File: config.mk
export PLATFORM = sky130hd
export DESIGN_NAME = cva6_ldbuf_tracker
export DESIGN_NICKNAME = d
export VERILOG_FILES = /design/src/rtl/cva6_ldbuf_pkg.sv /design/src/rtl/cva6_ld_align.sv /design/src/rtl/cva6_ldbuf_tracker.sv
export SDC_FILE = /design/constraint.sdc
export NUM_CORES = 1
export LEC_CHECK = 0
export ABC_AREA = 1
export CAP_MARGIN = 20
export CORE_MARGIN = 2
export CORE_UTILIZATION = 52
export CTS_BUF_LIST = sky130_fd_sc_hd__clkbuf_8
export DETAILED_ROUTE_END_ITERATION = 10
export PLACE_DENSITY = 0.85
export SLEW_MARGIN = 30
export SYNTH_ARGS = -nofsm -noshare
export SYNTH_HDL_FRONTEND = slang
export SYNTH_HIERARCHICAL = 1
export SYNTH_SLANG_ARGS = --single-unit
File: constraint.sdc
create_clock -name clk_i -period 2.7 [get_ports clk_i]
set_clock_uncertainty 0.1 [all_clocks]
set_input_delay 0.54 -clock clk_i [delete_from_list [all_inputs] [get_ports clk_i]]
set_output_delay 0.54 -clock clk_i [all_outputs]
set_load 0.01 [all_outputs]
File: src/rtl/cva6_ldbuf_pkg.sv
// Shared types and sizing for the load-buffer tracker slice.
// Contents: buffer geometry (NR_ENTRIES, TRANS_ID_W, XLEN), the derived
// index, offset and count widths, the per-slot entry record and the
// load-size encoding. Retune the slice by editing the constants here.
// Optional feature (in the tracker): CVA6_LDBUF_SAME_CYCLE_REUSE_EN.
package cva6_ldbuf_pkg;
  localparam int NR_ENTRIES = 2;                 // power of two, 2..8
  localparam int TRANS_ID_W = 2;
  localparam int XLEN       = 32;
  localparam int IDX_W      = (NR_ENTRIES > 1) ? $clog2(NR_ENTRIES) : 1;
  localparam int OFF_W      = $clog2(XLEN / 8);
  localparam int CNT_W      = $clog2(NR_ENTRIES) + 1;

  typedef enum logic [1:0] {LD_B = 2'd0, LD_H = 2'd1, LD_W = 2'd2} ld_size_e;

  typedef struct packed {
    logic                  valid;
    logic                  killed;
    logic [TRANS_ID_W-1:0] trans_id;
    logic [OFF_W-1:0]      offset;
    logic [1:0]            size;
    logic                  sign;
  } ldbuf_entry_t;
endpackage

File: src/rtl/cva6_ld_align.sv
// Combinational load alignment: shift the raw word right by offset bytes,
// keep byte/half/word, then sign- or zero-extend to XLEN. Size 3 acts as
// word. Also usable by the store-to-load forwarding path.
// Ports: data_i raw word, offset_i byte offset, size_i ld_size_e encoding,
//        sign_i sign-extend, data_o aligned result.
module cva6_ld_align
  import cva6_ldbuf_pkg::*;
(
  input  logic [XLEN-1:0]  data_i,
  input  logic [OFF_W-1:0] offset_i,
  input  logic [1:0]       size_i,
  input  logic             sign_i,
  output logic [XLEN-1:0]  data_o
);
  logic [XLEN-1:0] w_sh;

  assign w_sh = data_i >> {offset_i, 3'b000};

  always_comb begin
    data_o = '0;
    unique case (ld_size_e'(size_i))
      LD_B: begin
        data_o      = {XLEN{sign_i & w_sh[7]}};
        data_o[7:0] = w_sh[7:0];
      end
      LD_H: begin
        data_o       = {XLEN{sign_i & w_sh[15]}};
        data_o[15:0] = w_sh[15:0];
      end
      default: begin
        data_o       = {XLEN{sign_i & w_sh[31]}};
        data_o[31:0] = w_sh[31:0];
      end
    endcase
  end
endmodule

File: src/rtl/cva6_ldbuf_tracker.sv
// Load-buffer tracker between the load unit and the dcache read port.
// Each issued load gets the lowest free slot (slot index = cache tid); the
// slot holds trans_id and alignment metadata until the response returns,
// then a registered, aligned writeback pulses for one cycle. A flush marks
// outstanding slots killed: they stay occupied until their response lands
// (the cache cannot cancel) and are then freed without writeback.
// Macro CVA6_LDBUF_SAME_CYCLE_REUSE_EN: when full, the slot being answered
// this cycle may be re-allocated on the same edge.
// Ports: clk_i/rst_ni clock and async active-low reset; alloc_* slot
// request and grant; rsp_* cache response; flush_i kill outstanding;
// wb_* writeback; count_o/empty_o occupancy.
module cva6_ldbuf_tracker
  import cva6_ldbuf_pkg::*;
(
  input  logic                  clk_i,
  input  logic                  rst_ni,
  input  logic                  alloc_valid_i,
  output logic                  alloc_ready_o,
  input  logic [TRANS_ID_W-1:0] alloc_trans_id_i,
  input  logic [OFF_W-1:0]      alloc_offset_i,
  input  logic [1:0]            alloc_size_i,
  input  logic                  alloc_sign_i,
  output logic [IDX_W-1:0]      alloc_idx_o,
  input  logic                  rsp_valid_i,
  input  logic [IDX_W-1:0]      rsp_idx_i,
  input  logic [XLEN-1:0]       rsp_data_i,
  input  logic                  flush_i,
  output logic                  wb_valid_o,
  output logic [TRANS_ID_W-1:0] wb_trans_id_o,
  output logic [XLEN-1:0]       wb_data_o,
  output logic [CNT_W-1:0]      count_o,
  output logic                  empty_o
);
  ldbuf_entry_t          r_ent [NR_ENTRIES];
  logic                  r_wb_valid;
  logic [TRANS_ID_W-1:0] r_wb_tid;
  logic [XLEN-1:0]       r_wb_data;
  logic [CNT_W-1:0]      r_count;

  logic                  w_any_free, w_rsp_hit, w_alloc;
  logic [IDX_W-1:0]      w_free_idx;
  ldbuf_entry_t          w_rsp_ent;
  logic [XLEN-1:0]       w_aligned;

  // Lowest-index free slot: scan high to low so the last hit wins.
  always_comb begin
    w_any_free = 1'b0;
    w_free_idx = '0;
    for (int i = NR_ENTRIES - 1; i >= 0; i--) begin
      if (!r_ent[i].valid) begin
        w_any_free = 1'b1;
        w_free_idx = IDX_W'(i);
      end
    end
  end

  assign w_rsp_ent = r_ent[rsp_idx_i];
  assign w_rsp_hit = rsp_valid_i & w_rsp_ent.valid;

  always_comb begin
`ifdef CVA6_LDBUF_SAME_CYCLE_REUSE_EN
    // Full buffer: hand the slot being answered straight back out.
    alloc_ready_o = (w_any_free | w_rsp_hit) & ~flush_i;
    alloc_idx_o   = w_any_free ? w_free_idx : rsp_idx_i;
`else
    alloc_ready_o = w_any_free & ~flush_i;
    alloc_idx_o   = w_free_idx;
`endif
  end

  assign w_alloc = alloc_valid_i & alloc_ready_o;

  cva6_ld_align u_align (
    .data_i   (rsp_data_i),
    .offset_i (w_rsp_ent.offset),
    .size_i   (w_rsp_ent.size),
    .sign_i   (w_rsp_ent.sign),
    .data_o   (w_aligned)
  );

  // Free-on-response is written before allocate so a same-edge reuse of
  // the answered slot takes the new metadata.
  always_ff @(posedge clk_i or negedge rst_ni) begin
    if (!rst_ni) begin
      for (int i = 0; i < NR_ENTRIES; i++) r_ent[i] <= '0;
    end else begin
      for (int i = 0; i < NR_ENTRIES; i++) begin
        if (w_rsp_hit && rsp_idx_i == IDX_W'(i)) begin
          r_ent[i].valid  <= 1'b0;
          r_ent[i].killed <= 1'b0;
        end else if (flush_i && r_ent[i].valid) begin
          r_ent[i].killed <= 1'b1;
        end
        if (w_alloc && alloc_idx_o == IDX_W'(i)) begin
          r_ent[i].valid    <= 1'b1;
          r_ent[i].killed   <= 1'b0;
          r_ent[i].trans_id <= alloc_trans_id_i;
          r_ent[i].offset   <= alloc_offset_i;
          r_ent[i].size     <= alloc_size_i;
          r_ent[i].sign     <= alloc_sign_i;
        end
      end
    end
  end

  always_ff @(posedge clk_i or negedge rst_ni) begin
    if (!rst_ni) begin
      r_wb_valid <= 1'b0;
      r_wb_tid   <= '0;
      r_wb_data  <= '0;
      r_count    <= '0;
    end else begin
      r_wb_valid <= w_rsp_hit & ~w_rsp_ent.killed;
      if (w_rsp_hit && !w_rsp_ent.killed) begin
        r_wb_tid  <= w_rsp_ent.trans_id;
        r_wb_data <= w_aligned;
      end
      r_count <= r_count + CNT_W'(w_alloc) - CNT_W'(w_rsp_hit);
    end
  end

`ifndef SYNTHESIS
  // A response to an unallocated slot is dropped; warn so it is visible.
  always @(posedge clk_i) begin
    if (rst_ni && rsp_valid_i)
      assert (w_rsp_ent.valid) else $warning("ldbuf: response to unallocated slot %0d ignored", rsp_idx_i);
  end
`endif

  assign wb_valid_o    = r_wb_valid;
  assign wb_trans_id_o = r_wb_tid;
  assign wb_data_o     = r_wb_data;
  assign count_o       = r_count;
  assign empty_o       = (r_count == '0);
endmodule

==> impl.org, run 1 <==
** Job
- Across the run, the number of max-cap violations was 0.

** Synthesis
- The portion of synthesized area spent on multiplexers is 0%.
- Adder-cell share of the synthesized area :: 0.779%
- Of the synthesized area, sequential elements account for 42.9%.
- Number of flops mapped to enable cells by yosys :: 0
- Total nets after synthesis :: 486
- Count of synthesis-stage warnings from yosys :: 6
- After synthesis, the share of flip-flops with an asynchronous set or reset is 100%.
- Synthesis instantiated 27 different standard cells from the library.
- Post-Synth XOR/XNOR Area :: 0.546%
- Of the total synthesized cell area, the portion taken by AND, OR, NAND and NOR gates is 37.5%.
- After synthesis, the largest family of logic cells by area is simple AND/OR/NAND/NOR gates.
- Dividing the synthesized area by the synthesized cell count gives 7.31 sq um.
- Cell area after technology mapping :: 3210 sq um
- For this run, the leading register cell type out of synthesis is dfrtp_1.
- In this run, synthesis produced a sequential element count of 55.
- Number of instances in the synthesized netlist :: 439
- Synthesized-area fraction occupied by ao, oa, aoi and oai cells :: 7.76%

** Finish
- Share of layout cells above drive strength 1 :: 7.77%
- The finished cells cover 4160 sq um.
- Synthesis-to-layout area growth :: 29.6%
- # nets final :: 561
- Flip-flop and latch area :: 1380 sq um
- In the final layout, the multi-input gates occupy 1490 sq um.
- The number of antenna diodes in the final layout is 0.
- After filler insertion, the fill cell instance count of the layout stands at 497.

** Worst setup path
- At the worst endpoint, the arrival time is 2530 ps.
- Worst setup SP type :: input pin
- Most repeated library cell on the critical path :: nand2_1
- Element type at the critical path end :: flop
- The largest single stage delay on the critical path is 630 ps.
- Crit path max fanout :: 16
- Delay-heaviest family, CP :: simple AND/OR/NAND/NOR gates
- Walking the worst path, the cells encountered are clkdlybuf4s50_1 > o21ai_1 > buf_4 > nor2_1 > nand2_1 > nand2_1 > nand3_2 > nand3_1 > nand3_1 > nand2_1.
- Required time of the worst setup path :: 2850 ps
- Among all stages on the critical path, the largest delay is contributed by clkdlybuf4s50_1.
- Setup Crit Path Kind :: in -> reg
- Together, buffers and inverters on the worst path number 2.

** Clock network
- Total number of H-tree levels :: 2
- Clock-pin transition on the worst setup and hold timing paths :: 90 ps
- After clock tree synthesis, the repair step resized 0 gates.
- Largest buffer count on any clock path :: 2
- Clock tree synthesis selected as its root buffer the cell clkbuf_8.
- TritonCTS built the clock tree.
- Number of buffers inserted during clock tree synthesis :: 5
- Clock Latency Late Sink :: 310 ps
- In this run the post-CTS setup repair buffer count came out at 0.
- CTS sink count :: 55
- In this run, post-CTS hold repair placed 0 buffers.

** Global route
- Global-route wire length before repair :: 13.5 mm
- Antenna violations before repair :: 0
- Via count of the first global-routing pass :: 3022
- Global router's overall resource usage :: 25.7%
- Gr ovfl total :: 0
- Largest net degree at the start of global routing :: 36

** Power
- For this design the ratio of total power to cell area is 1060 nW/um^2.
- For this design the static power due to leakage is 2.16 nW.
- The worst-case IR drop observed on VDD is 0.000627 V.

** Placed design
- Count of input and output buffers :: 84
- OpenSTA, run right after detailed placement, puts the worst setup slack at 64.2 ps.
- HPWL after DPL :: 5.91 mm
- In this run the cell area measured after placement is 4040 sq um.
- At the end of routability-driven placement, the weighted congestion stood at 0.843.

** Timing
- Setup repair after global routing left no endpoint under its margin.
- Setup violations remaining at the end of the flow were counted as 0.
- At the pin with the least slew margin, the transition time is 560 ps.
- Period utilization :: 88.5%
- Final Critical Period :: 2390 ps
- The number of max-slew violations in the final report was 0.
- Measured against its own limit, the worst slew margin works out to 62.6%.
- Final setup TNS :: 0 ps
- Final-report hold violation count :: 0
- Based on the critical path, the design can be clocked at up to 0.418 GHz.
- Once routing completed, OpenROAD measured the worst setup slack at 310 ps.

** Route
- Remaining design rule violation count :: 0
- In the routed layout, each cell is associated on average with a via count of 5.51.
- Vias post-DR :: 3249
- In this run, the number of DRC markers left after iteration 0 of detailed routing was 299.
- Once detail routing completed, the nets flagged for antenna violations numbered 0.
- For this block, the routed nets add up to 8.24 mm of wire.
- Number of iterations in the first detailed-routing pass :: 5
- After detailed routing, the average wire length per cell comes to 14.0 microns.

** Hold path
- The worst hold path belongs to the class in -> async.

** Floorplan
- Pin placement for this block handled 85 I/O pins.
- Die Outline Area :: 6820 sq um
- The floorplan has 28 rows.
- Die width :: 82.6 microns
- The total area inside the core boundary comes to 5960 sq um.
- Measured along the y axis, the die boundary spans 82.6 microns.
- Once the floorplan was initialized, standard cells occupied 53.9% of the core.

** Run status
- The flow ran to the end, and the final reports show no timing, DRC or antenna violations.
## layout by cell type, fill, tap and decap left out, drive strengths merged
| cell type | Yosys | final |
|---|---|---|
| a21oi | 16 | 16 |
| a22oi | 2 | 2 |
| and2 | 1 | 1 |
| and3b | 1 | 1 |
| buf | 26 | 13 |
| bufinv | 0 | 1 |
| clkbuf | 2 | 6 |
| clkdlybuf4s50 | 0 | 83 |
| clkinv | 0 | 1 |
| dfrtp | 55 | 55 |
| ha | 2 | 2 |
| inv | 34 | 34 |
| nand2 | 176 | 176 |
| nand3 | 75 | 75 |
| nand3b | 1 | 1 |
| nand4 | 1 | 1 |
| nor2 | 17 | 17 |
| o211ai | 1 | 1 |
| o21ai | 27 | 27 |
| xnor2 | 2 | 2 |
## flip-flops by register name, indices dropped and copies added (netlist names)
name,cells
wb_data_o,32
wb_valid_o,1
wb_trans_id_o,2
r_ent,18
count_o,2
## synth_stat cells (2+ instances only)
library cell	count	area (sq um)
a22oi_1	2	15.0
nor2_1	12	45.0
nand2_2	3	18.8
buf_6	11	124
buf_4	3	22.5
nand3_1	71	355
o21ai_0	27	135
xnor2_1	2	17.5
dfrtp_1	55	1380
nand2_1	173	649
nor2_2	4	25.0
inv_2	5	18.8
buf_2	11	55.1
nand3_2	3	30.0
inv_1	29	109
clkbuf_1	2	7.51
ha_1	2	25.0
a21oi_1	15	75.1
## layout make-up
class	count	area share, %
multi-input cells	322	35.9
flip-flops and latches	55	33.1
repair buffers	96	22.9
inverters	34	3.07
well taps	75	2.26
clock buffers	6	1.98
clock inverters	2	0.842
## path summary, 6_finish.rpt
kind                               startpoint             to  slack [ps]  cells after the start
worst max register to register       r_ent[3]  wb_data_o[31]         780                     10
worst min register to register  wb_data_o[11]  wb_data_o[11]         380                      2
min in group clk_i              wb_data_o[11]  wb_data_o[11]         380                      2
worst min-delay path                   rst_ni  wb_data_o[21]         110                      1
max in group asynchronous              rst_ni  wb_data_o[16]        1810                      2
worst max-delay path                rsp_idx_i  wb_data_o[31]         310                     10
## stage by stage
step | cells | hold WS [ps] | power [W] | utilization, %
6_report | 590 | 112 | 0.00440 | 69.9
4_1_cts | 590 | 120 | 0.00440 | 69.9
3_5_place_dp | 582 | 359 | 0.00383 | 67.9
2_1_floorplan | 439 | 144 | 0.00292 | -
5_1_grt | 590 | 137 | 0.00476 | 69.9
3_3_place_gp | 582 | 354 | 0.00374 | 67.9
## routing by layer
metal / global-route usage (%) / vias to the layer above / wire, microns
li1: - / 1556 / -
met1: 33.7 / 1496 / 3300
met2: 43.1 / 176 / 3960
met3: 4.89 / 21 / 792
met4: 7.87 / 0 / 181
met5: 0 / - / 0
## where the power goes
group / internal, W / switching [W]
clock network: 0.000301 / 0.000264
registers: 0.00120 / 0.000232
logic: 0.00107 / 0.00133
## kinds of logic (layout without fill, tap and decap cells)
kind of cell	Yosys count	count (layout)
xor+xnor	2	2
flops	55	55
simple gates	272	272
fa+ha+maj	2	2
compound gates	46	46
buf+inv	62	138
## worst reg2reg max path, stage by stage (launching register included)
cell,delay (ps)
dfrtp_1,400
nand2_1,70
o21ai_1,90
buf_4,190
nor2_1,150
nand2_1,60
nand2_1,120
nand3_2,300
nand3_1,200
nand3_1,100
nand2_1,90
Power figures use the tool's default switching activity.
==> run 2: changes to the inputs <==
--- a/config.mk
+++ b/config.mk
@@ -17,3 +17,4 @@
 export SYNTH_HDL_FRONTEND = slang
 export SYNTH_HIERARCHICAL = 1
 export SYNTH_SLANG_ARGS = --single-unit
+export TNS_END_PERCENT = 100
==> results of run 2 <==
Final layout, timing and power as in run 1 (identical DEF).
==> run 3: changes to the inputs <==
--- a/config.mk
+++ b/config.mk
@@ -8,10 +8,10 @@
 export ABC_AREA = 1
 export CAP_MARGIN = 20
 export CORE_MARGIN = 2
-export CORE_UTILIZATION = 52
+export CORE_UTILIZATION = 37
 export CTS_BUF_LIST = sky130_fd_sc_hd__clkbuf_8
 export DETAILED_ROUTE_END_ITERATION = 10
-export PLACE_DENSITY = 0.85
+export DONT_BUFFER_PORTS = 1
 export SLEW_MARGIN = 30
 export SYNTH_ARGS = -nofsm -noshare
 export SYNTH_HDL_FRONTEND = slang
==> run 3 against run 2 <==
Compared with the run above:
- final cell count fell by 9.7%
- critical path depth fell by 1
- sequential share of layout area rose by 8.5 points
- flip-flop and latch count did not move
- die area rose by 38%
- worst hold slack improved by 130 ps
- worst setup slack improved by 200 ps
- largest cell class unchanged
- highest routed layer unchanged
==> impl.org, run 3 (synthesis gave the netlist of run 1 again) <==
** Route
- Via-to-Cell Ratio :: 5.04 (-8.5%)
- Number of iterations in the first detailed-routing pass :: 4 (-1)
- Number of nets with antenna violations after detailed routing :: 0 (unchanged)
- The sum of routed wire length over all layers is 8.10 mm (-1.6%).
- Vias post-DR :: 2685 (-17%)
- Average wire length per cell after detail routing :: 15.2 microns (+8.9%)
- Starting DRT DRC Count :: 149 (-50%)
- The remaining routing DRC violations was 0 (unchanged).

** Worst setup path
- Among the stages of the critical path, the cell type that occurs most often is nand3_1.
- Data arrival time at the worst-slack endpoint :: 2290 ps (-240 ps)
- The worst setup path is captured at a flop.
- The required arrival time at the worst endpoint came to 2810 ps (-40 ps).
- The worst setup path is launched from a flop.
- The minimum setup slack among reg-to-reg paths came to 510 ps (-270 ps).
- The largest stage delay on the critical path was 520 ps (-110 ps).
- Worst path bufs/invs :: 2 (unchanged)
- RR Endpoint :: wb_data_o[30]
- The path length in cells of the critical path came to 9 (-1).
- Depth of the worst register-to-register path :: 9 (-1)
- The critical path is of the reg -> reg type.
- Broken down by cell family, the worst path's largest delay share belongs to simple AND/OR/NAND/NOR gates.
- The maximum fanout count along the critical path was 16 (unchanged).
- The critical path goes through inv_1 > o21ai_1 > inv_2 > nand3_1 > nand2_1 > nand3_2 > nand3_1 > nand3_1 > nand2_1.
- Worst path slowest cell :: o21ai_1
- R2r startpoint :: r_ent[13]

** Hold path
- Worst Hold End :: r_ent[12]
- Path type of the worst min-delay path :: in -> reg
- Number of stages on the worst hold path :: 2
- Worst hold start :: alloc_offset_i[0]

** Clock network
- The number of hold buffers added after cts was 2 (+2).
- Post CTS Setup Buffer Count :: 0 (unchanged)
- Total number of H-tree levels :: 2 (unchanged)
- Number of buffers inserted during clock tree synthesis :: 5 (unchanged)
- CTS sink count :: 55 (unchanged)
- TritonCTS built the clock tree.
- Number of gates given a new drive strength after cts :: 0 (unchanged)
- Clock Latency Late Sink :: 310 ps (about the same)
- Buffer type at the clock tree root :: clkbuf_8
- Clock-pin transition on the worst setup and hold timing paths :: 100 ps (about the same)
- The maximum buffer depth of the clock tree came to 2 (unchanged).

** Floorplan
- IO Count :: 85 (unchanged)
- The core area is 8300 sq um (+39%).
- The number of placement rows was 33 (+18%).
- The initial core utilization is 38.7% (-15 points).
- The height of the chip is 97.2 microns (+18%).
- The total die area was 9440 sq um (+38%).
- The die outline width came to 97.2 microns (+18%).

** Finish
- The fraction of final layout cells sized beyond drive strength 1 was 8.41% (+0.64 points).
- The total inserted antenna cells came to 0 (unchanged).
- Cell area after layout :: 3310 sq um (-20%)
- The net total in the final layout is 474 (-16%).
- The library cells used most frequently in the layout, excluding fill and tap cells, are 173 x nand2_1, 71 x nand3_1, 55 x dfrtp_1, 29 x inv_1, 25 x o21ai_0.
- The area growth from synthesis to layout is 3.16%.
- Flip-flop count of the largest register after layout :: 32 (unchanged)
- The number of standard cells in the layout, taps in and fillers out is 533 (-9.7%).
- Most common library cell in the layout ignoring fill and taps :: nand2_1

** Job
- The number of max-cap violations is 0 (unchanged).

** Global route
- Global-route wire length before repair :: 13.6 mm (+0.82%)
- Via count of the first global-routing pass :: 2580 (-15%)
- The total grt overflow was 0 (unchanged).
- Antenna violations before repair :: 0 (unchanged)
- The maximum number of pins on one net before global-route repair is 56 (+56%).
- The combined global-route utilization of all metal layers was 17.7% (-8.0 points).

** Placed design
- The number of port buffers is 0 (-100%).
- Placer Congestion :: 0.897 (+6.3%)
- The total cell area at the placement stage was 3190 sq um (-21%).
- HPWL after DPL :: 5.96 mm (+0.82%)
- Placed cell count :: 523 (-10%)

** Timing
- The number of hold violations in the final report is 0 (unchanged).
- Maximum operating frequency :: 0.457 GHz (+9.2%)
- The setup-violating endpoint count in the final report is 0 (unchanged).
- Setup repair after global routing left no endpoint under its margin.
- Final setup TNS :: 0 ps (unchanged)
- The pin slew with the least headroom to its limit is 657 ps (+96.3 ps).
- Max-slew violation count :: 0 (unchanged)
- The post-route worst hold slack was 241 ps (+129 ps).
- The part of the cycle the worst path needs came to 81.1% (-7.4 points).
- The tightest slew margin relative to the limit came to 55.9% (-6.7 points).
- The final period demand of the worst path is 2190 ps (-201 ps).

** Run status
- The flow ran to the end, and the final reports show no timing, DRC or antenna violations.

** Power
- Static leakage :: 1.81 nW (-16%)
- IR drop worst, VDD :: 0.000430 V (-32%)
- Total power :: 0.00364 W (-17%)
- Total power per unit cell area :: 1100 nW/um^2 (+3.9%)
[run 3: changes by cell type in the layout (fill, tap and decap cells not counted), sizes merged]
| cell | change |
|---|---|
| buf | -5 |
| clkdlybuf4s50 | -83 |
| dlygate4sd3 | +1 |
| clkinvlp | +2 |
| bufinv | -1 |
| clkbuf | -1 |
[run 3: worst max-delay path by stage]
stage | from | end
5_1_grt | r_ent[13] | wb_data_o[30]
3_3_place_gp | rsp_idx_i | wb_data_o[30]
4_1_cts | r_ent[13] | wb_data_o[30]
3_5_place_dp | rsp_idx_i | wb_data_o[30]
2_1_floorplan | rsp_idx_i | wb_data_o[28]
6_report | r_ent[13] | wb_data_o[30]
[run 3: layout make-up]
class,count,area [sq um]
well taps,105,131
multi-input cells,322,1500
fillers,860,4990
clock inverters,3,20.0
inverters,34,128
clock buffers,5,68.8
flip-flops and latches,55,1380
repair buffers,9,90.1
[run 3: per-layer routing]
| layer | vias up | track usage, % | routed length, microns |
|---|---|---|---|
| met4 | 0 | 4.33 | 99 |
| met2 | 74 | 26.0 | 3520 |
| met3 | 8 | 7.48 | 925 |
| met1 | 1231 | 24.0 | 3560 |
| met5 | - | 0 | 0 |
| li1 | 1372 | - | - |
[run 3: metrics by stage]
step,worst slack [ps],utilization (%)
6_report,511,39.9
3_3_place_gp,442,38.4
5_1_grt,283,39.9
4_1_cts,554,39.9
3_5_place_dp,391,38.4
2_1_floorplan,470,-
[run 3: worst reg2reg max path, stage by stage, from the launching register on]
cell	delay (ps)
dfrtp_1	330
inv_1	50
o21ai_1	520
inv_2	270
nand3_1	150
nand2_1	90
nand3_2	250
nand3_1	150
nand3_1	130
nand2_1	60
[run 3: where the power goes]
part	switching (W)	internal, W
registers	0.000386	0.00120
clock network	0.000280	0.000181
logic	0.00104	0.000554
total	0.00170	0.00194
